[config.mk]
export PLATFORM = sky130hd
export DESIGN_NAME = rx_ts_queue_ctrl
export DESIGN_NICKNAME = d
export VERILOG_FILES = /design/src/rtl/rx_ts_queue_ctrl.sv
export SDC_FILE = /design/constraint.sdc
export NUM_CORES = 1
export LEC_CHECK = 0
export CORE_ASPECT_RATIO = 1.25
export CORE_MARGIN = 1.5
export CORE_UTILIZATION = 40
export CTS_BUF_LIST = sky130_fd_sc_hd__clkbuf_4
export DETAILED_ROUTE_END_ITERATION = 6
export GPL_TIMING_DRIVEN = 1
export SKIP_CTS_REPAIR_TIMING = 1
export SLEW_MARGIN = 20
export SYNTH_ARGS = -nofsm -noshare
export SYNTH_HDL_FRONTEND = slang
export SYNTH_SLANG_ARGS = --single-unit
[constraint.sdc]
create_clock -name rx_clk -period 5.8 [get_ports rx_clk]
set_input_delay 1.45 -clock rx_clk [delete_from_list [all_inputs] [get_ports rx_clk]]
set_output_delay 1.45 -clock rx_clk [all_outputs]
set_load 0.05 [all_outputs]
[src/rtl/rx_ts_queue_ctrl.sv]
// ============================================================================
// rx_ts_queue_ctrl : latches rx SFD timestamps, commits PTP frames to a FIFO
// Revision: 1.0
// ============================================================================
`default_nettype none

module rx_ts_queue_ctrl #(
  parameter int DEPTH   = 4,
  parameter int AW      = 2,
  parameter int TIMEOUT = 255
) (
  input  logic          rx_clk,
  input  logic          rx_rst_n,
  input  logic          rx_clk_en_i,
  input  logic          rxts_trig_i,
  input  logic [79:0]   sfd_timestamp_i,
  input  logic [15:0]   sfd_timestamp_frac_ns,
  input  logic          rxts_valid_i,
  input  logic          rxts_drop_i,
  input  logic [15:0]   rx_seqId_i,
  input  logic [3:0]    rx_messageType_i,
  input  logic          int_en_i,
  input  logic          rd_pop_i,
  output logic [95:0]   ts_o,
  output logic [15:0]   seqid_o,
  output logic [3:0]    msgtype_o,
  output logic          ts_valid_o,
  output logic [AW:0]   level_o,
  output logic [7:0]    ovf_cnt_o,
  output logic          int_rx_ptp_o
);

  localparam int            EW       = 116;
  localparam logic [AW:0]   FULL_LVL = (AW+1)'(DEPTH);
  localparam logic [7:0]    TMO_MAX  = 8'(TIMEOUT);

  typedef enum logic [0:0] {
    ST_IDLE  = 1'b0,
    ST_ARMED = 1'b1
  } state_t;

  state_t           state_q;
  logic [95:0]      hold_q;
  logic [7:0]       tmo_q;
  logic [7:0]       tmo_inc;

  logic [EW-1:0]    mem_q [DEPTH];
  logic [AW-1:0]    wr_ptr_q;
  logic [AW-1:0]    rd_ptr_q;
  logic [AW:0]      level_q;
  logic [AW:0]      level_d;
  logic [7:0]       ovf_q;
  logic             int_q;

  logic             push_req;
  logic             pop_ok;
  logic             full;
  logic             push_ok;
  logic             ovf_hit;
  logic [EW-1:0]    head;

  assign tmo_inc  = tmo_q + 8'd1;
  assign push_req = rx_clk_en_i && (state_q == ST_ARMED) && rxts_valid_i;
  assign pop_ok   = rd_pop_i && (level_q != '0);
  assign full     = (level_q == FULL_LVL);
  // A pop in the same cycle frees the slot, so a full queue still accepts.
  assign push_ok  = push_req && (!full || pop_ok);
  assign ovf_hit  = push_req && full && !pop_ok;

  always_comb begin
    level_d = level_q;
    if (push_ok && !pop_ok) begin
      level_d = level_q + 1'b1;
    end else if (!push_ok && pop_ok) begin
      level_d = level_q - 1'b1;
    end
  end

  always_ff @(posedge rx_clk or negedge rx_rst_n) begin
    if (!rx_rst_n) begin
      state_q <= ST_IDLE;
      hold_q  <= '0;
      tmo_q   <= '0;
    end else if (rx_clk_en_i) begin
      case (state_q)
        ST_IDLE: begin
          if (rxts_trig_i) begin
            hold_q  <= {sfd_timestamp_i, sfd_timestamp_frac_ns};
            tmo_q   <= '0;
            state_q <= ST_ARMED;
          end
        end
        ST_ARMED: begin
          if (rxts_valid_i) begin
            if (rxts_trig_i) begin
              hold_q <= {sfd_timestamp_i, sfd_timestamp_frac_ns};
              tmo_q  <= '0;
            end else begin
              state_q <= ST_IDLE;
            end
          end else if (rxts_drop_i) begin
            state_q <= ST_IDLE;
          end else if (rxts_trig_i) begin
            hold_q <= {sfd_timestamp_i, sfd_timestamp_frac_ns};
            tmo_q  <= '0;
          end else begin
            tmo_q <= tmo_inc;
            if (tmo_inc == TMO_MAX) begin
              state_q <= ST_IDLE;
            end
          end
        end
        default: state_q <= ST_IDLE;
      endcase
    end
  end

  always_ff @(posedge rx_clk) begin
    if (push_ok) begin
      mem_q[wr_ptr_q] <= {hold_q, rx_seqId_i, rx_messageType_i};
    end
  end

  always_ff @(posedge rx_clk or negedge rx_rst_n) begin
    if (!rx_rst_n) begin
      wr_ptr_q <= '0;
      rd_ptr_q <= '0;
      level_q  <= '0;
      ovf_q    <= '0;
      int_q    <= 1'b0;
    end else begin
      if (push_ok) begin
        wr_ptr_q <= wr_ptr_q + 1'b1;
      end
      if (pop_ok) begin
        rd_ptr_q <= rd_ptr_q + 1'b1;
      end
      if (ovf_hit && (ovf_q != 8'hFF)) begin
        ovf_q <= ovf_q + 8'd1;
      end
      level_q <= level_d;
      int_q   <= int_en_i && (level_d != '0);
    end
  end

  assign head         = mem_q[rd_ptr_q];
  assign ts_valid_o   = (level_q != '0);
  assign ts_o         = ts_valid_o ? head[EW-1:20] : '0;
  assign seqid_o      = ts_valid_o ? head[19:4]    : '0;
  assign msgtype_o    = ts_valid_o ? head[3:0]     : '0;
  assign level_o      = level_q;
  assign ovf_cnt_o    = ovf_q;
  assign int_rx_ptp_o = int_q;

endmodule

`default_nettype wire

# ---- Yosys cells after proc, flatten, opt, wreduce, memory -nomap -nowiden
# Memories as Yosys holds them, arrays and structs flattened.
# Index checks and enable logic that the tools add are counted.
dict set report op_classes {
  n_addsub 6
  n_eq_ne 4
  muxes 22
  bitwise 1
  reduce_logical 17
}
# op count
set op_table {}
lappend op_table {{96-bit two-way mux} 4}
lappend op_table {{96-bit case mux with 2 select lines} 1}
lappend op_table {{8-bit two-way mux} 4}
lappend op_table {{8-bit by 1-bit adder with 8-bit output, second input constant} 2}
lappend op_table {{16-bit two-way mux} 1}
lappend op_table {{8-bit case mux with 2 select lines} 1}
lappend op_table {{1-bit logical AND} 10}
lappend op_table {{8-bit == test, second input constant} 1}
lappend op_table {{8-bit inequality test, second input constant} 1}
lappend op_table {{1-bit two-way mux} 7}
lappend op_table {{3-bit two-way mux} 2}
lappend op_table {{3-bit nonzero test} 2}
lappend op_table {{2-bit by 1-bit adder with 2-bit output, second input constant} 2}
lappend op_table {{4-bit two-way mux} 1}
lappend op_table {{3-bit by 1-bit adder with 3-bit output, second input constant} 1}
lappend op_table {{3-bit == test, second input constant} 1}
lappend op_table {{1-bit logical NOT} 3}
lappend op_table {{3-bit inequality test, second input constant} 1}
lappend op_table {{3-bit by 1-bit subtractor with 3-bit output, second input constant} 1}
lappend op_table {{1-bit case mux with 2 select lines} 1}
lappend op_table {{2-bit AND reduction} 1}
lappend op_table {{1-bit logical OR} 1}
lappend op_table {{1-bit inverter} 1}
dict set report word_totals {
  ff_bits 121
  ram_bits 464
  inputBits 124
  elab_cells 59
  memories 1
}
# memory words word_bits rd rd_clocked_by_memory_dff wr line_no
set mem_list {}
lappend mem_list {mem_q 4 116 1 0 1 47} ;# logic [EW-1:0] mem_q [DEPTH];

# ---- Depth between registers and ports, before layout
# Gate-level depths: netlist of the first run.
dict set report depth {
  depth_word 10
  mapped_depth 7
  mapped_depth_nobuf 7
}

# ---- Worst setup path before layout of the first run
# OpenSTA, ideal clock, no wires.
dict set report synth_path {
  path_kind {input port to flip-flop}
  from {input port rx_clk_en_i}
  to {memory mem_q[0][0] (enable)}
  setup_ps 489
  arrival_ps 4640
  path_slack_ps 671
  cell_stages 4
  path_buffers 1
  cell_sequence {and3_1 -> buf_2 -> o21a_1 -> and2_1}
}
dict set report synth_via {
  elab_chain_len 5
}
# element line_no
set synth_lines {}
lappend synth_lines {{start, declared} 14} ;# input logic rx_clk_en_i,
lappend synth_lines {{1-bit logical AND (2 in series)} 63} ;# assign push_req = rx_clk_en_i && (state_q == ST_ARMED) && rxts_valid_i;
lappend synth_lines {{1-bit logical AND} 67} ;# assign push_ok = push_req && (!full || pop_ok);
lappend synth_lines {{1-bit two-way mux} 119} ;# if (push_ok) begin
lappend synth_lines {{1-bit two-way mux (not written as such)} 120} ;# mem_q[wr_ptr_q] <= {hold_q, rx_seqId_i, rx_messageType_i};
lappend synth_lines {{end, declared} 47}
# No other way between the ends.

# ---- Worst setup path after layout of the first run
dict set report layout_path {
  from {register level_q[1] (netlist: level_o[1])}
  to {output port ts_o[93]}
}
dict set report layout_via {
  elab_chain_len 2
}
# element line_no
set layout_lines {}
lappend layout_lines {{start, declared} 50} ;# logic [AW:0] level_q;
lappend layout_lines {{start signal, assigned} 141} ;# level_q <= level_d;
lappend layout_lines {{3-bit nonzero test} 147} ;# assign ts_valid_o = (level_q != '0);
lappend layout_lines {{96-bit two-way mux} 148} ;# assign ts_o = ts_valid_o ? head[EW-1:20] : '0;
lappend layout_lines {{end, declared} 24} ;# output logic [95:0] ts_o,
# No other way between the ends.

==> results of run 1 <==
-- critical path: stages (launching register included) --
cell	delay [ns]
dfrtp_1	0.45
inv_1	0.09
ha_1	0.25
and2b_2	0.25
clkinv_2	0.35
buf_4	0.45
and2_1	0.25
clkdlybuf4s50_1	0.82
-- flip-flops by register name, summed over array words and instances (netlist names) --
signal / cells
rd_ptr_q: 2
wr_ptr_q: 2
state_q: 1
ovf_cnt_o: 8
tmo_q: 8
level_o: 3
hold_q: 96
int_rx_ptp_o: 1
mem_q: 464
-- metal layers --
metal	GRT usage	vias up	wire, um	part of all wire
met4	0.0726	6	1210	0.025
li1	-	5135	-	-
met5	0	-	44	0.00092
met1	0.195	5931	18500	0.39
met2	0.300	283	26000	0.54
met3	0.0419	96	2220	0.046
-- cell usage after synthesis (2+ instances only) --
master	n
buf_4	7
a211oi_1	2
mux4_2	116
and3_1	6
inv_1	7
nand4_1	5
nor2_1	7
o21ai_0	4
o21a_1	2
nand2_1	16
a21boi_0	2
nand3b_1	2
mux2_2	96
buf_6	3
a21oi_1	4
ha_1	10
xor2_1	3
xnor2_1	12
buf_2	22
nor3_1	2
and4_1	2
dfrtp_1	121
and2_1	120
clkbuf_1	20
nand3_1	7
edfxtp_1	464
-- logic make-up after synthesis --
family                   count (synthesis)  synth area share
buffers and inverters                   61            0.0136
multiplexers                           213             0.165
AND/OR/NAND/NOR                        177            0.0474
flip-flops                             585             0.754
adder cells (fa/ha/maj)                 10           0.00556
AO/OA/AOI/OAI                           24           0.00846
XOR/XNOR                                15           0.00584
-- final timing paths --
| check | from | endpoint | cells after the start |
|---|---|---|---|
| worst max register to register | level_o[1] | mem_q[3][109] | 6 |
| min in group asynchronous | rx_rst_n | hold_q[16] | 1 |
| worst min-delay path | hold_q[15] | mem_q[3][35] | 0 |
| max in group asynchronous | rx_rst_n | rd_ptr_q[0] | 2 |
| worst min register to register | hold_q[15] | mem_q[3][35] | 0 |
| worst max-delay path | level_o[1] | ts_o[93] | 7 |
-- power groups by stage --
| stage | Combinational, W | Clock, W | Sequential [W] |
|---|---|---|---|
| floorplan | 0.00392 | 0 | 0.00527 |
| global placement | 0.00562 | 0 | 0.00539 |
| detailed placement | 0.00563 | 0 | 0.00543 |
| CTS | 0.00564 | 0.00360 | 0.00534 |
| global route | 0.00581 | 0.00381 | 0.00539 |
| finish | 0.00553 | 0.00347 | 0.00533 |
-- metrics by stage --
stage	setup WS, ns	utilization
floorplan	0.671	-
global placement	1.37	0.466
detailed placement	1.30	0.466
CTS	0.299	0.500
global route	0.217	0.500
finish	0.515	0.500
-- cells in the final DEF (no fill, tap or decap), types with 3 or more instances in the layout --
| master | n |
|---|---|
| inv_1 | 7 |
| diode_2 | 4 |
| xnor2_1 | 12 |
| o21ai_0 | 4 |
| nor2_1 | 7 |
| dfrtp_1 | 119 |
| nand2_1 | 16 |
| buf_12 | 9 |
| edfxtp_1 | 464 |
| and2_1 | 116 |
| xor2_1 | 3 |
| ha_1 | 10 |
| inv_2 | 3 |
| clkinv_2 | 8 |
| clkbuf_4 | 223 |
| nand3_1 | 7 |
| mux2_2 | 96 |
| bufinv_16 | 3 |
| mux4_2 | 116 |
| and2_4 | 4 |
| nand4_1 | 5 |
| clkdlybuf4s50_1 | 251 |
| and3_1 | 6 |
| buf_4 | 16 |
| a21oi_1 | 4 |
| clkinv_1 | 24 |
| clkinvlp_4 | 3 |
-- layout make-up --
type	count	area, um^2
sequential	585	17000
clock inverter	40	249
multi-input combinational	439	5240
tap	742	928
clock buffer	223	1670
fill	4669	27900
antenna	4	10.0
timing repair buffer	277	2820
inverter	8	31.3
==> flow_summary.yaml, run 1 <==
sta:
  rsz0062_at_grt: "no"
  fin_crit_sh: 0.911
  setup_tns_ns: 0
  worst_slew_pin_slew_ns: 0.986
  hold_slack_ns: 0.479
  hold_viol: 0
  finClkSkew_ns: 0.0544
  maxSlewHeadroom: 0.343
  slew_violations: 0
  period_needed_ns: 5.28
  setup_viol: 0
  fmax_mhz: 189
logic_synthesis:
  ys.flop_type: "edfxtp_1"
  synthCells: 1085
  synth_seq_cells: 585
  syn_area_per_cell_um2: 20.7
  netlist.area_leader.share: 0.620
  synth_area_um2: 22500
  yosysSeqAreaShare: 0.754
  synth.distinct_cells: 49
  ys_warn_count: 0
  synth-edff-count: 464
  synth-async-reset-ratio: 0.207
  synth_nets: 1219
  yosys-top-cells-area: "edfxtp_1 62%, dfrtp_1 13%, mux4_2 12%"
  yosysTopAreaCell: "edfxtp_1"
global_route:
  overflow: 0
  grt_max_degree: 61
  grt_use_total: 0.169
  grt_pass1_vias: 12293
  antenna_found_initial: 6
  grt_pass1_wl_um: 72100
detailed_routing:
  drtIter0Drc: 558
  drc: 0
  via_per_inst: 4.94
  ant_nets: 0
  wl_um: 48000
  post_drt_wl_per_cell_um: 20.7
  drtPass1Iterations: 4
  vias: 11451
power_and_ir_drop:
  clock_power_share: 0.242
  p_sw_frac: 0.367
  power.switching_w: 0.00525
  p_per_area_nw_per_um2: 513
  combPwrFrac: 0.386
  power.internal_w: 0.00907
  vdd_ir_drop_max_mv: 0.375
  pwr-share-seq: 0.372
  finalPower_w: 0.0143
  power_leakage_nw: 9.63
clocking:
  cts_tree: "done"
  clock_latency_ns: 0.86
  htreeDepth: 4
  cts.sinks: 585
  numCtsBuffers: 144
  cts_root_buf: "clkbuf_4"
  clkTransAtPathRegs_ns: 0.07
  cts_max_path_buffers: 3
floorplanning:
  die_area_um2: 57600
  core-area_um2: 55800
  num_rows: 97
  pin_count: 253
  start_util: 0.403
  die_x_um: 215
  die_height_um: 268
cells_and_area:
  finish.instance_area_um2: 27900
  drive_gt1_frac: 0.312
  nets: 1589
  syn2layout_area_growth_pct: 24.2
  stdcell_count: 2318
worst_setup_path:
  crit_path_end_kind: "output port"
  cp_max_fo: 40
  path_class: "reg -> out"
  required_ns: 4.35
  critPathLaunchType: "flop"
  cp.arrival_ns: 3.83
  rrSetupSlack_ns: 3.01
flow_run:
  drv_cap: 0
placed_design:
  detailedPlacementHpwl_um: 28000
  gp_congestion: 0.719
  dpl_cell_area_um2: 26000
  place_inst: 2051
  port_buffers: 252
min_path:
  hp-class: "reg -> reg"
status:
  outcome: "finished clean"
No activity file was read; power rests on OpenSTA's default activity.
==> inputs of run 2 (changes only) <==
--- a/config.mk
+++ b/config.mk
@@ -10,6 +10,7 @@
 export CORE_UTILIZATION = 40
 export CTS_BUF_LIST = sky130_fd_sc_hd__clkbuf_4
 export DETAILED_ROUTE_END_ITERATION = 6
+export DONT_BUFFER_PORTS = 1
 export GPL_TIMING_DRIVEN = 1
 export SKIP_CTS_REPAIR_TIMING = 1
 export SLEW_MARGIN = 20
==> flow_summary.yaml, run 2 (synthesis results as in run 1) <==
status:
  outcome: "finished clean"
global_route:
  overflow: 0
  grt_pass1_wl_um: 66800
  antenna_found_initial: 10
  grt_use_total: 0.159
  grt_max_degree: 122
  grt_pass1_vias: 11215
cells_and_area:
  syn2layout_area_growth_pct: 12.3
  top_register: "mem_q"
  fill_cells: 4890
  post-route-util: 0.452
  final_cell_mix: "464 x edfxtp_1, 228 x clkbuf_4, 119 x dfrtp_1"
  finish.instance_area_um2: 25200
  seq_area_um2: 17000
  largest_reg_flops: 464
  reg.largest.list: "mem_q (464), hold_q (96)"
  nets: 1325
  drive_gt1_frac: 0.368
  layout_commonest_cell: "edfxtp_1"
  multiInputGateArea_um2: 5240
clocking:
  clock_latency_ns: 0.91
  numCtsBuffers: 144
  cts.sinks: 585
  clkTransAtPathRegs_ns: 0.07
  cts_max_path_buffers: 3
  htreeDepth: 4
  cts_tree: "done"
  cts_root_buf: "clkbuf_4"
detailed_routing:
  drc: 0
  ant_nets: 0
  post_drt_wl_per_cell_um: 22.0
  vias: 10513
  via_per_inst: 5.12
  wl_um: 45100
  drtPass1Iterations: 4
  drtIter0Drc: 438
power_and_ir_drop:
  power_leakage_nw: 8.58
  p_per_area_nw_per_um2: 517
  finalPower_w: 0.0131
  vdd_ir_drop_max_mv: 0.345
worst_setup_path:
  r2r.worst_path.cells: 6
  r2r-start: "level_o[1]"
  cp_max_fo: 121
  cp-startpoint: "level_o[1]"
  path_class: "reg -> out"
  rr_endpoint: "mem_q[3][64]"
  rrSetupSlack_ns: 2.55
  critPathLaunchType: "flop"
  crit_path_end: "ts_o[25]"
  crit_path_end_kind: "output port"
  required_ns: 4.35
  cp.arrival_ns: 3.54
floorplanning:
  die_area_um2: 57600
  pin_count: 253
  start_util: 0.403
  core-area_um2: 55800
  die_height_um: 268
  die_x_um: 215
  num_rows: 97
placed_design:
  gp_congestion: 0.690
  detailedPlacementHpwl_um: 24700
  dpl_cell_area_um2: 23400
  port_buffers: 0
sta:
  setup_viol: 0
  maxSlewHeadroom: 0.370
  fin_crit_sh: 0.861
  finClkSkew_ns: 0.0529
  hold_viol: 0
  worst_slew_pin_slew_ns: 0.945
  slew_violations: 0
  rsz0062_at_grt: "no"
  period_needed_ns: 4.99
  fmax_mhz: 200
  hold_slack_ns: 0.249
  setup_tns_ns: 0
flow_run:
  drv_cap: 0
min_path:
  hp-class: "in -> async"
## run 2: changes by cell type in the layout (fill, tap and decap cells not counted), moves of 2 or more
cell | previous run | this run
clkbuf_4 | 223 | 228
buf_4 | 16 | 6
clkinv_1 | 24 | 19
buf_12 | 9 | 7
clkdlybuf4s50_1 | 251 | 0
bufinv_16 | 3 | 1
inv_2 | 3 | 5
clkinv_2 | 8 | 4
## run 2: cell type report
cell class,instances,share of cell area
timing repair buffer,13,0.00734
sequential,585,0.672
inverter,8,0.00139
antenna,4,0.000396
clock inverter,33,0.00674
clock buffer,228,0.0678
tap,742,0.0368
multi-input combinational,439,0.207
## run 2: critical path, stage by stage, from the launching register on
cell and delay, ns:
dfrtp_1 0.80, inv_1 0.14, ha_1 0.28, and2b_2 0.27, inv_6 0.53, and2_1 0.55
## run 2: metal layers
layer	routed length, um	part of all wire	global-route usage
met1	17300	0.38	0.176
met2	24400	0.54	0.280
met3	2400	0.053	0.0584
met4	831	0.018	0.0580
met5	51	0.0011	0
## run 2: how the worst min path moves through the flow
stage	endpoint	slack, ns	start	cells past startpoint
floorplan	mem_q[0][100]	0.47	hold_q[80]	0
global placement	mem_q[0][60]	0.48	hold_q[40]	0
detailed placement	mem_q[0][74]	0.50	hold_q[54]	0
CTS	hold_q[4]	0.04	rx_rst_n	0
global route	hold_q[36]	0.07	rx_rst_n	0
finish	hold_q[37]	0.25	rx_rst_n	0
## run 2: metrics by stage
step | setup WS, ns | cells
after floorplan | 0.671 | 1085
after global placement | 1.60 | 1787
after detailed placement | 1.47 | 1787
after CTS | 0.372 | 2048
after global routing | 0.456 | 2051
final | 0.806 | 2052
## run 2: power by group
| group | total, W | internal, W | switching [W] |
|---|---|---|---|
| Clock | 0.00340 | 0.00183 | 0.00157 |
| Sequential | 0.00536 | 0.00497 | 0.000393 |
| Combinational | 0.00430 | 0.00121 | 0.00309 |
==> inputs of run 3 (changes only) <==
--- a/config.mk
+++ b/config.mk
@@ -5,13 +5,15 @@
 export SDC_FILE = /design/constraint.sdc
 export NUM_CORES = 1
 export LEC_CHECK = 0
+export CELL_PAD_IN_SITES_DETAIL_PLACEMENT = 0
+export CELL_PAD_IN_SITES_GLOBAL_PLACEMENT = 1
 export CORE_ASPECT_RATIO = 1.25
 export CORE_MARGIN = 1.5
 export CORE_UTILIZATION = 40
 export CTS_BUF_LIST = sky130_fd_sc_hd__clkbuf_4
 export DETAILED_ROUTE_END_ITERATION = 6
-export DONT_BUFFER_PORTS = 1
 export GPL_TIMING_DRIVEN = 1
+export PLACE_DENSITY_LB_ADDON = 0.1
 export SKIP_CTS_REPAIR_TIMING = 1
 export SLEW_MARGIN = 20
 export SYNTH_ARGS = -nofsm -noshare
==> flow_summary.yaml, run 3 (synthesis results as in run 1) <==
detailed_routing:
  vias: 11357
  drc: 0
  wl_um: 48500
  post_drt_wl_per_cell_um: 20.9
  ant_nets: 0
  drtPass1Iterations: 4
  via_per_inst: 4.90
  drtIter0Drc: 427
clocking:
  cts_root_buf: "clkbuf_4"
  clkTransAtPathRegs_ns: 0.06
  htreeDepth: 4
  cts_max_path_buffers: 3
  cts.sinks: 585
  cts_tree: "done"
  clock_latency_ns: 0.85
  numCtsBuffers: 149
cells_and_area:
  final_cell_mix: "464 x edfxtp_1, 251 x clkdlybuf4s50_1, 229 x clkbuf_4"
  stdcell_count: 2319
  drive_gt1_frac: 0.311
  nets: 1592
  largest_reg_flops: 464
  syn2layout_area_growth_pct: 24.2
  layout_commonest_cell: "edfxtp_1"
  top_register: "mem_q"
  reg.largest.list: "mem_q (464), hold_q (96)"
  finish.instance_area_um2: 27900
  fill_cells: 4742
floorplanning:
  die_x_um: 215
  start_util: 0.403
  num_rows: 97
  core-area_um2: 55800
  pin_count: 253
  die_height_um: 268
  die_area_um2: 57600
placed_design:
  dpl_cell_area_um2: 26000
  gp_congestion: 0.701
  port_buffers: 252
  detailedPlacementHpwl_um: 27900
  place_inst: 2049
worst_setup_path:
  cp-startpoint: "level_o[1]"
  r2r-start: "level_o[1]"
  path_class: "reg -> out"
  rrSetupSlack_ns: 2.97
  crit_path_end: "ts_o[68]"
  rr_endpoint: "mem_q[0][46]"
  cp.arrival_ns: 3.94
  path_cells: "inv_1 > ha_1 > and2b_2 > clkinv_2 > buf_6 > and2_1 > clkdlybuf4s50_1"
  critPathLaunchType: "flop"
  cp_slowest_cell: "clkdlybuf4s50_1"
  cpPeakStageDelay_ns: 0.82
  required_ns: 4.35
  cp_max_fo: 99
  r2r.worst_path.cells: 6
  crit_path_end_kind: "output port"
power_and_ir_drop:
  vdd_ir_drop_max_mv: 0.362
  power_leakage_nw: 9.65
  finalPower_w: 0.0144
  p_per_area_nw_per_um2: 514
global_route:
  grt_pass1_wl_um: 73400
  overflow: 0
  antenna_found_initial: 4
  grt_use_total: 0.172
  grt_max_degree: 100
  grt_pass1_vias: 12560
sta:
  worst_slew_pin_slew_ns: 0.799
  finClkSkew_ns: 0.0589
  setup_viol: 0
  fin_crit_sh: 0.929
  maxSlewHeadroom: 0.467
  hold_viol: 0
  fmax_mhz: 186
  hold_slack_ns: 0.486
  period_needed_ns: 5.39
  setup_tns_ns: 0
  rsz0062_at_grt: "no"
  slew_violations: 0
flow_run:
  drv_cap: 0
min_path:
  hp-class: "reg -> reg"
status:
  outcome: "finished clean"
run 3: changes by cell type in the layout (fill, tap and decap cells not counted), moves of 3 or more:
cell             delta
clkinvlp_4          -3
clkinv_1            +8
buf_4               +7
clkdlybuf4s50_1   +251
run 3: final cells by class:
cell class                 count  area [um^2]  area share
sequential                   585        17000       0.607
multi-input combinational    439         5240       0.187
timing repair buffer         275         2810       0.101
clock buffer                 229         1720      0.0615
tap                          742          928      0.0332
clock inverter                39          231     0.00829
inverter                       8         31.3     0.00112
antenna                        2         5.00    0.000179
run 3: how the worst min path moves through the flow:
stage                            start            end  depth (start not counted)
after floorplan             hold_q[80]  mem_q[0][100]                          0
after CTS                    hold_q[2]   mem_q[0][22]                          0
after detailed placement  ovf_cnt_o[7]   ovf_cnt_o[7]                          1
after global placement    ovf_cnt_o[6]   ovf_cnt_o[6]                          1
after global routing         hold_q[2]   mem_q[3][22]                          0
final                        hold_q[2]   mem_q[3][22]                          0
run 3: report_power, final:
group	total [W]	switching, W	internal (W)	leakage, nW
Combinational	0.00561	0.00341	0.00219	2.84
Clock	0.00353	0.00160	0.00193	1.17
Sequential	0.00522	0.000249	0.00497	5.65
Total	0.0144	0.00526	0.00910	9.65
run 3: per-layer routing:
layer,global-route usage,up-vias,share of wire
met5,0,-,0.00056
li1,-,5132,-
met1,0.202,5861,0.40
met4,0.0714,4,0.021
met2,0.304,276,0.53
met3,0.0438,84,0.046
run 3: critical path: cells and delay by family, from the launching register on:
kind	cells	cell delay, ns
and+or+nand+nor	2	0.54
DFF	1	0.46
buffers and inverters	4	1.61
adders and majority gates	1	0.25
run 3: through the flow:
step | setup WS (ns) | util
floorplan | 0.671 | -
global placement | 1.12 | 0.465
detailed placement | 1.06 | 0.465
CTS | 0.0609 | 0.500
global route | 0.159 | 0.500
finish | 0.412 | 0.500
